<file path="src/rtl/rns_mul_sequencer_pkg.sv">
// Shared constants and state encoding for the RNS residue multiply sequencer.
package rns_mul_sequencer_pkg;

  localparam int unsigned RES_W  = 3;
  localparam int unsigned NCH    = 3;
  localparam int unsigned PROD_W = 2 * RES_W;

  localparam int unsigned M0_DEF = 7;
  localparam int unsigned M1_DEF = 5;
  localparam int unsigned M2_DEF = 3;

  typedef enum logic [2:0] {
    IDLE = 3'd0,
    CH0  = 3'd1,
    CH1  = 3'd2,
    CH2  = 3'd3,
    DONE = 3'd4
  } state_t;

endpackage

</file>
<file path="src/rtl/rns_mul_sequencer_modmul_core.sv">
// Combinational residue multiplier: 3x3 full product reduced modulo m.
module rns_modmul_core
  import rns_mul_sequencer_pkg::*;
(
  input  logic [RES_W-1:0] a,
  input  logic [RES_W-1:0] b,
  input  logic [RES_W-1:0] m,
  output logic [RES_W-1:0] p
);

  logic [PROD_W-1:0] prod;
  logic [PROD_W-1:0] rem;

  always_comb begin
    prod = {{RES_W{1'b0}}, a} * {{RES_W{1'b0}}, b};
    // m is always one of the nonzero channel moduli
    rem  = prod % {{RES_W{1'b0}}, m};
    p    = rem[RES_W-1:0];
  end

endmodule

</file>
<file path="src/rtl/rns_mul_sequencer.sv">
// Three-channel RNS multiplier sharing one mod-multiply core, one channel per cycle.
// Optional residue range flag enabled with `define RESIDUE_CHECK_EN.
module rns_mul_sequencer
  import rns_mul_sequencer_pkg::*;
#(
  parameter int unsigned M0 = M0_DEF,
  parameter int unsigned M1 = M1_DEF,
  parameter int unsigned M2 = M2_DEF
) (
  input  logic                   clk,
  input  logic                   rst,
  input  logic                   in_valid,
  output logic                   in_ready,
  input  logic [NCH*RES_W-1:0]   a_res,
  input  logic [NCH*RES_W-1:0]   b_res,
  output logic                   out_valid,
  input  logic                   out_ready,
  output logic [NCH*RES_W-1:0]   prod_res,
  output logic                   err
);

  localparam logic [RES_W-1:0] MOD0 = RES_W'(M0);
  localparam logic [RES_W-1:0] MOD1 = RES_W'(M1);
  localparam logic [RES_W-1:0] MOD2 = RES_W'(M2);

  state_t                 state;
  logic [NCH*RES_W-1:0]   a_q;
  logic [NCH*RES_W-1:0]   b_q;
  logic [RES_W-1:0]       core_a;
  logic [RES_W-1:0]       core_b;
  logic [RES_W-1:0]       core_m;
  logic [RES_W-1:0]       core_p;

  // Operand slice and modulus follow the channel being processed this cycle.
  always_comb begin
    core_a = '0;
    core_b = '0;
    core_m = MOD0;
    case (state)
      CH0: begin core_a = a_q[2:0]; core_b = b_q[2:0]; core_m = MOD0; end
      CH1: begin core_a = a_q[5:3]; core_b = b_q[5:3]; core_m = MOD1; end
      CH2: begin core_a = a_q[8:6]; core_b = b_q[8:6]; core_m = MOD2; end
      default: ;
    endcase
  end

  rns_modmul_core u_core (
    .a (core_a),
    .b (core_b),
    .m (core_m),
    .p (core_p)
  );

`ifdef RESIDUE_CHECK_EN
  logic err_q;
  logic range_bad;

  always_comb begin
    range_bad = (a_res[2:0] >= MOD0) || (b_res[2:0] >= MOD0) ||
                (a_res[5:3] >= MOD1) || (b_res[5:3] >= MOD1) ||
                (a_res[8:6] >= MOD2) || (b_res[8:6] >= MOD2);
  end

  assign err = err_q;
`else
  assign err = 1'b0;
`endif

  always_ff @(posedge clk) begin
    if (rst) begin
      state     <= IDLE;
      a_q       <= '0;
      b_q       <= '0;
      prod_res  <= '0;
      out_valid <= 1'b0;
      in_ready  <= 1'b1;
`ifdef RESIDUE_CHECK_EN
      err_q     <= 1'b0;
`endif
    end else begin
      case (state)
        IDLE: begin
          if (in_valid) begin
            a_q      <= a_res;
            b_q      <= b_res;
            in_ready <= 1'b0;
            state    <= CH0;
`ifdef RESIDUE_CHECK_EN
            err_q    <= range_bad;
`endif
          end
        end
        CH0: begin
          prod_res[2:0] <= core_p;
          state         <= CH1;
        end
        CH1: begin
          prod_res[5:3] <= core_p;
          state         <= CH2;
        end
        CH2: begin
          prod_res[8:6] <= core_p;
          out_valid     <= 1'b1;
          state         <= DONE;
        end
        DONE: begin
          if (out_ready) begin
            out_valid <= 1'b0;
            in_ready  <= 1'b1;
            state     <= IDLE;
          end
        end
        default: begin
          out_valid <= 1'b0;
          in_ready  <= 1'b1;
          state     <= IDLE;
        end
      endcase
    end
  end

endmodule

</file>
<file path="config.mk">
export PLATFORM = sky130hd
export DESIGN_NAME = rns_mul_sequencer
export DESIGN_NICKNAME = d
export VERILOG_FILES = /design/src/rtl/rns_mul_sequencer_pkg.sv /design/src/rtl/rns_mul_sequencer_modmul_core.sv /design/src/rtl/rns_mul_sequencer.sv
export SDC_FILE = /design/constraint.sdc
export NUM_CORES = 1
export LEC_CHECK = 0
export ABC_AREA = 1
export BUFFER_PORTS_ARGS = -buffer_cell sky130_fd_sc_hd__clkbuf_2
export CORE_UTILIZATION = 53
export CTS_BUF_LIST = sky130_fd_sc_hd__clkbuf_8
export DETAILED_ROUTE_END_ITERATION = 12
export PLACE_DENSITY_LB_ADDON = 0.1
export SETUP_SLACK_MARGIN = 0.15
export SKIP_CTS_REPAIR_TIMING = 1
export SYNTH_ARGS = -nofsm -noshare
export SYNTH_HDL_FRONTEND = slang
export SYNTH_SLANG_ARGS = --single-unit
</file>
<file path="constraint.sdc">
create_clock -name clk -period 6.8 [get_ports clk]
set_input_delay 1.02 -clock clk [delete_from_list [all_inputs] [get_ports clk]]
set_output_delay 1.02 -clock clk [all_outputs]
set_load 0.005 [all_outputs]
</file>
* After elaboration in Yosys (flattened, before gate mapping) *
Index checks and enable logic that the tools add are counted.
W data, S select, Z words.

storage, ports and cells
  register bits after elaboration = 32
  bits of input ports = 22

operators by class
  $mul = 1
  div/mod/pow operators = 1
  eq/ne operators = 6
  mux-type cells = 11
  bitwise operators = 2
  reductions and logical operators = 7

operators by type and width
  kind                  number
  $pmux W3 S3           2
  $pmux W3 S5           1
  $eq A3 B2 Y1 const B  2
  $mod A6 B3 Y6         1
  $mul A3 B3 Y6         1
  $mux W3               2
  $pmux W1 S3           2
  $pmux W3 S2           1
  $reduce_and A2 Y1     3
  $reduce_or A3 Y1      2
  $ne A2 B2 Y1 const B  2
  $eq A3 B1 Y1 const B  1
  $eq A3 B3 Y1 const B  1
  $logic_not A3 Y1      1
  $mux W1               3
  $reduce_and A3 Y1     1
  $not A1 Y1            2

* Longest topological paths before layout *
Gate-level depths: netlist of run 1.

  depth in word-level cells = 4
  mapped depth = 55
  mapped depth without buffers = 54

* Modules after synthesis *
A second synthesis of run 1 with hierarchy kept.

second synthesis, totals
  cell total of the unflattened synthesis = 347
  area, all modules = 2492.4 um2

modules (own cells, without submodules)
  module             instances  cells each  area each (um2)
  rns_mul_sequencer  1          173         1352.5
  rns_modmul_core    1          174         1139.8

* Worst setup path before layout of run 1 *
Ideal clock, no wire load.

  path type = reg2reg
  start point = reg state[0]
  end point = reg prod_res[0]
  library setup time = 0.109 ns
  data arrival time = 6.772 ns
  data required time = 6.691 ns
  path slack = -0.081 ns
  stages on the path, launching flop included = 51
  buffers on the path = 1
  path through = dfxtp_1 > inv_2 > nor3_1 > clkbuf_1 > inv_1 > o221ai_1 > nand2_1 > fa_1 > inv_1 > ha_1 > fa_1 > nand2_1 > nand3_2 > nand2_2 > nand2_2 > nand2_1 > nand2_1 > ha_1 > [... 15 more ...] > a21boi_1 > nand2_1 > inv_2 > nand2_2 > nand2_1 > nand2_2 > ha_1 > ha_1 > inv_1 > nand2_1 > a21oi_1 > nand2_1 > inv_2 > nand2_4 > nand2_2 > nand3_1 > nand2_1 > inv_1

between the ends
  word-level cells in the longest chain between the ends = 4

RTL lines
  item                                          line                                              RTL
  start: declaration                            rns_mul_sequencer.sv:26                           state_t state;
  start signal: assignment                      rns_mul_sequencer.sv:71                           state <= IDLE;
  start signal: assignment                      rns_mul_sequencer.sv:87                           state <= CH0;
  start signal: assignment                      rns_mul_sequencer.sv:95                           state <= CH1;
  $eq A3 B2 Y1 or $eq A3 B1 Y1 (tied branches)  rns_mul_sequencer.sv:39, rns_mul_sequencer.sv:81
  $pmux W3 S3                                   rns_mul_sequencer.sv:39                           case (state)
  $mul A3 B3 Y6                                 rns_mul_sequencer_modmul_core.sv:15               prod = {{RES_W{1'b0}}, a} * {{RES_W{1'b0}}, b};
  $mod A6 B3 Y6                                 rns_mul_sequencer_modmul_core.sv:17               rem = prod % {{RES_W{1'b0}}, m};
  end signal: assignment                        rns_mul_sequencer.sv:94                           prod_res[2:0] <= core_p;
  end: declaration                              rns_mul_sequencer.sv:18                           output logic [NCH*RES_W-1:0] prod_res,

Several ways; a longest one is shown, not always the timed one.
A chain may end at the register's enable or synchronous reset.

* Worst setup path in the final report of run 1 *
  start point = reg state[0]
  end point = reg prod_res[8]

between the ends
  word-level cells in the longest chain between the ends = 4

RTL lines
  item                                        line                                              RTL
  $eq A3 B2 Y1, or another cell as far along  rns_mul_sequencer.sv:39, rns_mul_sequencer.sv:81
  $pmux W3 S3                                 rns_mul_sequencer.sv:39
  $mul A3 B3 Y6                               rns_mul_sequencer_modmul_core.sv:15
  $mod A6 B3 Y6                               rns_mul_sequencer_modmul_core.sv:17
  end signal: assignment                      rns_mul_sequencer.sv:102                          prod_res[8:6] <= core_p;

Several ways; a longest one is shown, not always the timed one.

==> metrics.txt, run 1 <==
outcome finished, final reports clean; CP Max Fanout 4; FMAX 149 MHz; Hold Crit Start b_q[2]$_SDFFE_PP0P_; EDFF count, synth 0; Non-Filler Instances 442; crit path DAT 6.91 ns; Leakage Power 0.00161 uW; core region area 4060 um2; Critical Path RT 6.99 ns; post-synthesis sequential area ratio 28.1%; row count 23; global-route wire length before repair 8070 um; Synth Area in Compound Gates 11.5%; Initial Util 56.2%; largest net degree at the start of global routing 27; Max-cap violations 0; setup ws final 0.0761 ns; Finished Cell Area 3030 um2; CP startpoint state[0]$_SDFFE_PP0P_; HP Class reg2reg; Post-Syn Area 2280 um2; Iter 0 DRT Violations 99; CP Capture Type register; DRT Wirelength 5320 um; Max VDD drop 170 uV; worst slew pin tran 0.729 ns; Pre-antenna DRT Iters 4; Yosys reg bits 32; synth top area cells dfxtp_1 28%, nand2_1 13%, inv_1 8.9%; Max H-tree Level 2; worst skew pair latency 0.29 ns; Syn Inst Count 336; ys flop type dfxtp_1; vias in the first global route 1867; Clock power frac 33.5%; IO Pins 34; die height 67.6 um; dpl cells 424; simple-gate share of the synthesized area 34.0%; Sink Count 32; Finish-stage setup viols 0; Post-DRT Antenna Nets 0; mux cell area share after synthesis 0%; Cell Int Power 371 uW; Clock Skew 0.00642 ns; Die Span X 67.6 um; Via Count 2216; Max Root-Sink Buffers 2; root buffer cell clkbuf_8; Commonest cells post-synth 78 x nand2_1, 54 x inv_1, 34 x nand3_1, 32 x dfxtp_1, 23 x a21oi_1; GP Congestion 0.807; final core occ 74.8%; largest family of logic cells by synthesized area simple AND/OR/NAND/NOR gates; switching part of the total 29.9%; critical path class reg2reg; All-Layer GR Usage 23.5%; Mapped Nets 378; Unique masters post-synth 32; Reg clk slew, reported paths 0.07 ns; CTS tree yes; TNS Setup 0 ns; full die area 4570 um2; layout cells sized above 1 36.5%; Total Nets Final 433; RSZ-0062 raised after global routing true; IO buf count 32; Synth warnings 0; combinational share of power 25.3%; Crit path top cell by count nand2_2; drt via density 5.01; drt wl/cell 12.0 um; Pins Over Slew Limit 0; CP max stage cell fa_1; CTS Buf Count 5; worst rel slew slack 51.3%; part of the cycle the worst path needs 98.9%; Final Hold Viols 0; most frequent cell after synthesis nand2_1; synthesis-to-layout area growth 33.0%; Mean Syn Cell Area 6.79 um2; P_sw 158 uW; sequential power share 41.2%; Antenna diodes 0; power density cells 175 nW/um2; leading area contributor after synthesis dfxtp_1; Placed Area 2610 um2; top-area cell type share of the netlist area 28.1%; CP startpoint kind register; reg2reg start state[0]$_SDFFE_PP0P_; crit-path max cell delay 0.56 ns; adder-cell area share of the yosys netlist 12.3%; Post-Synth XOR/XNOR Area 1.92%; DP HPWL 3840 um; minimum clock period 6.72 ns; initial antenna violation count 0; Async SR Flop Fraction 0%; dpl ws -0.177 ns; Residual DRC 0; GR Overflow Total 0
cell usage in the layout (no fill, tap or decap), types with 5 or more instances in the layout:
| master | instances |
|---|---|
| inv_2 | 11 |
| o21ai_0 | 12 |
| nand2_2 | 17 |
| nor2_1 | 19 |
| clkbuf_2 | 32 |
| clkbuf_8 | 5 |
| nand2_4 | 9 |
| buf_4 | 26 |
| ha_4 | 6 |
| nand3_2 | 16 |
| dfxtp_1 | 29 |
| nand3_1 | 26 |
| inv_1 | 48 |
| nand2_1 | 64 |
| ha_1 | 10 |
| a21oi_1 | 21 |
metrics by stage:
stage | power (uW) | hold slack, ns
after floorplan | 299 | 0.429
final | 530 | 0.463
after detailed placement | 336 | 0.456
after global routing | 560 | 0.481
after global placement | 334 | 0.450
after CTS | 515 | 0.464
cell type report:
type	instances	area [um2]
Multi-Input combinational cell	234	1630
Inverter	59	224
Sequential cell	32	644
Clock buffer	5	68.8
Clock inverter	3	38.8
Fill cell	319	1020
Tap cell	50	62.6
Timing Repair Buffer	59	367
path summary, 6_finish.rpt:
check	end	slack, ns	depth (start not counted)
hold reg to reg	b_q[2]$_SDFFE_PP0P_	0.46	2
setup / recovery	prod_res[8]$_SDFFE_PP0N_	0.08	49
hold / removal	b_q[2]$_SDFFE_PP0P_	0.46	2
setup reg to reg	prod_res[8]$_SDFFE_PP0N_	0.08	49
flip-flops by register name (all words and copies together) (netlist names):
register	cells
out_valid	1
in_ready	1
a_q	9
b_q	9
state	3
prod_res	9
worst max-delay path: cells and delay by family, from the launching register on:
kind	cells	cell delay (ns)
buffers and inverters	8	0.55
adders and majority gates	8	2.43
AOI/OAI and AO/OA	5	0.81
xor gates and xnor gates	1	0.16
DFF	1	0.35
and+or+nand+nor	27	2.33
power by group through the flow:
stage | Clock (uW) | Sequential (uW) | Combinational [uW]
finish | 177 | 218 | 134
global route | 189 | 220 | 150
CTS | 182 | 217 | 116
detailed placement | 0 | 221 | 115
global placement | 0 | 221 | 113
floorplan | 0 | 221 | 78.1
kinds of logic (layout without fill, tap and decap cells):
kind of cell / Yosys count / in the layout
AOI/OAI and AO/OA: 46 / 46
adders and majority gates: 20 / 20
xor gates and xnor gates: 5 / 5
other: 1 / 1
buffers and inverters: 70 / 126
DFF: 32 / 32
and+or+nand+nor: 162 / 162
per-layer routing:
layer / track usage (%) / vias up / share of wire (%)
li1: - / 1176 / -
met1: 30.0 / 994 / 47
met2: 39.4 / 39 / 49
met3: 4.56 / 7 / 2.8
met4: 7.18 / 0 / 1.1
met5: 0 / - / 0
No activity file was read; power rests on OpenSTA's default activity.
==> run 2, diff against run 1 <==
- CAP_MARGIN: not set -> 20
- CORE_UTILIZATION: 53 -> 42
- clock period: 6.8 -> 5.6 ns (I/O delays scaled with it)
==> run 2 against run 1 <==
Effect of this change: the flow now finishes with violations (setup timing); total power is 17% higher; cell area is 12% higher; worst hold slack better by 0.00082 ns; setup slack worse by 1.0 ns; combinational power is 37% higher; count of clock-buffer cells in the layout stayed put; clock skew is 0.0016 ns lower; critical endpoint is now prod_res[6]$_SDFFE_PP0N_; largest cell class unchanged.
==> metrics.txt, run 2 (same netlist as run 1, synthesis figures left out) <==
total power 622 uW (+17%); setup ws final -0.922 ns (-0.998 ns); CP startpoint state[0]$_SDFFE_PP0P_; Final Hold Viols 0 (unchanged); Die Span X 75.7 um (+12%); die height 75.7 um (+12%); synthesis-to-layout area growth 49.5%; Hold Crit Start b_q[0]$_SDFFE_PP0P_; GP Congestion 0.769 (-4.7%); critical path class reg2reg; RSZ-0062 raised after global routing true; Met2 Wirelength 2720 um (+4.4%); Max H-tree Level 2 (unchanged); worst slew pin tran 0.704 ns (-0.0257 ns); minimum clock period 6.52 ns (-0.202 ns); power density cells 182 nW/um2 (+4.4%); CTS tree yes; TNS Setup -8.14 ns (-8.14 ns); met1 wire length 2470 um (-1.6%); Max-cap violations 0 (unchanged); largest net degree at the start of global routing 27 (unchanged); crit path DAT 6.71 ns (-0.20 ns); Clock Skew 0.00487 ns (-0.00155 ns); layout cells sized above 1 44.3% (+7.8 points); CTS Buf Count 5 (unchanged); worst rel slew slack 53.0% (+1.7 points); Top Registers a_q x9, b_q x9, prod_res x9; FMAX 153 MHz (+3.1%); IO Pins 34 (unchanged); Critical Path RT 5.79 ns (-1.20 ns); CP startpoint kind register; core region area 5170 um2 (+27%); worst skew pair latency 0.28 ns (about the same); Via Count 2349 (+6.0%); DRT Wirelength 5380 um (+1.0%); Initial Util 44.1% (-12 points); Pins Over Slew Limit 0 (unchanged); metal3 WL 116 um (-22%); row count 26 (+13%); Leakage Power 0.00178 uW (+10%); drt wl/cell 10.8 um (-10%); violated checks setup timing; Total Nets Final 469 (+8.3%); Residual DRC 0 (unchanged); area of the multi-input gates 1720 um2 (+5.7%); GR Overflow Total 0 (unchanged); Finish-stage setup viols 9 (+9); Pre-antenna DRT Iters 4 (unchanged); Highest Signal Layer met4; global-route wire length before repair 8460 um (+4.9%); Reg clk slew, reported paths 0.07 ns (about the same); initial antenna violation count 0 (unchanged); Max Root-Sink Buffers 2 (unchanged); full die area 5730 um2 (+25%); part of the cycle the worst path needs 116% (+18 points); All-Layer GR Usage 19.3% (-4.2 points); Antenna diodes 0 (unchanged); filler instances 453 (+42%); drt via density 4.73 (-5.7%); Crit path top cell by count nand2_2; Post-DRT Antenna Nets 0 (unchanged); IO buf count 32 (unchanged); Sink Count 32 (unchanged); CP max stage cell fa_1; DP HPWL 3970 um (+3.3%); root buffer cell clkbuf_8; Iter 0 DRT Violations 56 (-43%); Max VDD drop 175 uV (+2.7%); most frequent cells in the layout 60 x nand2_1, 60 x buf_4, 47 x inv_1; vias in the first global route 1942 (+4.0%); HP Class reg2reg; final core occ 65.9% (-8.8 points); outcome complete, but fails checks; crit-path max cell delay 0.55 ns (about the same); CP Max Fanout 4 (unchanged); CP Capture Type register; Storage cell area 647 um2 (+0.39%); reg2reg start state[0]$_SDFFE_PP0P_
==> run 2: power breakdown <==
| part | total, uW | internal [uW] | switching (uW) |
|---|---|---|---|
| clock network | 173 | 84.1 | 88.9 |
| logic | 184 | 85.2 | 99.0 |
| registers | 265 | 252 | 12.4 |
| total | 622 | 422 | 200 |
==> run 2: path summary, 6_finish.rpt <==
check | end | slack [ns] | cells past startpoint
hold / removal | b_q[0]$_SDFFE_PP0P_ | 0.46 | 2
setup / recovery | prod_res[6]$_SDFFE_PP0N_ | -0.92 | 50
hold reg to reg | b_q[0]$_SDFFE_PP0P_ | 0.46 | 2
setup reg to reg | prod_res[6]$_SDFFE_PP0N_ | -0.92 | 50
==> run 2: critical path: cells and delay by family, from the launching register on <==
kind / cells / cell delay [ns]
compound gates: 5 / 0.78
xor+xnor: 1 / 0.16
buf+inv: 9 / 0.64
flops: 1 / 0.38
fa+ha+maj: 8 / 2.40
simple gates: 27 / 2.05
==> run 2: per-stage QoR <==
stage | hold slack (ns) | setup WS [ns] | instances | cell area, um2
after floorplan | 0.441 | -0.921 | 336 | 2420
after global placement | 0.450 | -1.02 | 481 | 3010
after detailed placement | 0.455 | -1.12 | 481 | 3010
after CTS | 0.465 | -1.15 | 488 | 3090
after global routing | 0.489 | -1.32 | 497 | 3410
final | 0.464 | -0.922 | 497 | 3410
==> run 2: layer usage <==
metal  global-route usage, %  vias up
met2                    33.5       31
met3                    3.04        7
met1                    24.7     1053
li1                        -     1258
met5                       0        -
met4                    5.56        0
==> run 2: cell type report <==
type,count,area share (%)
well taps,70,2.57
clock inverters,2,0.367
inverters,59,6.71
multi-input cells,234,50.5
clock buffers,5,2.02
repair buffers,95,18.9
flip-flops and latches,32,19.0
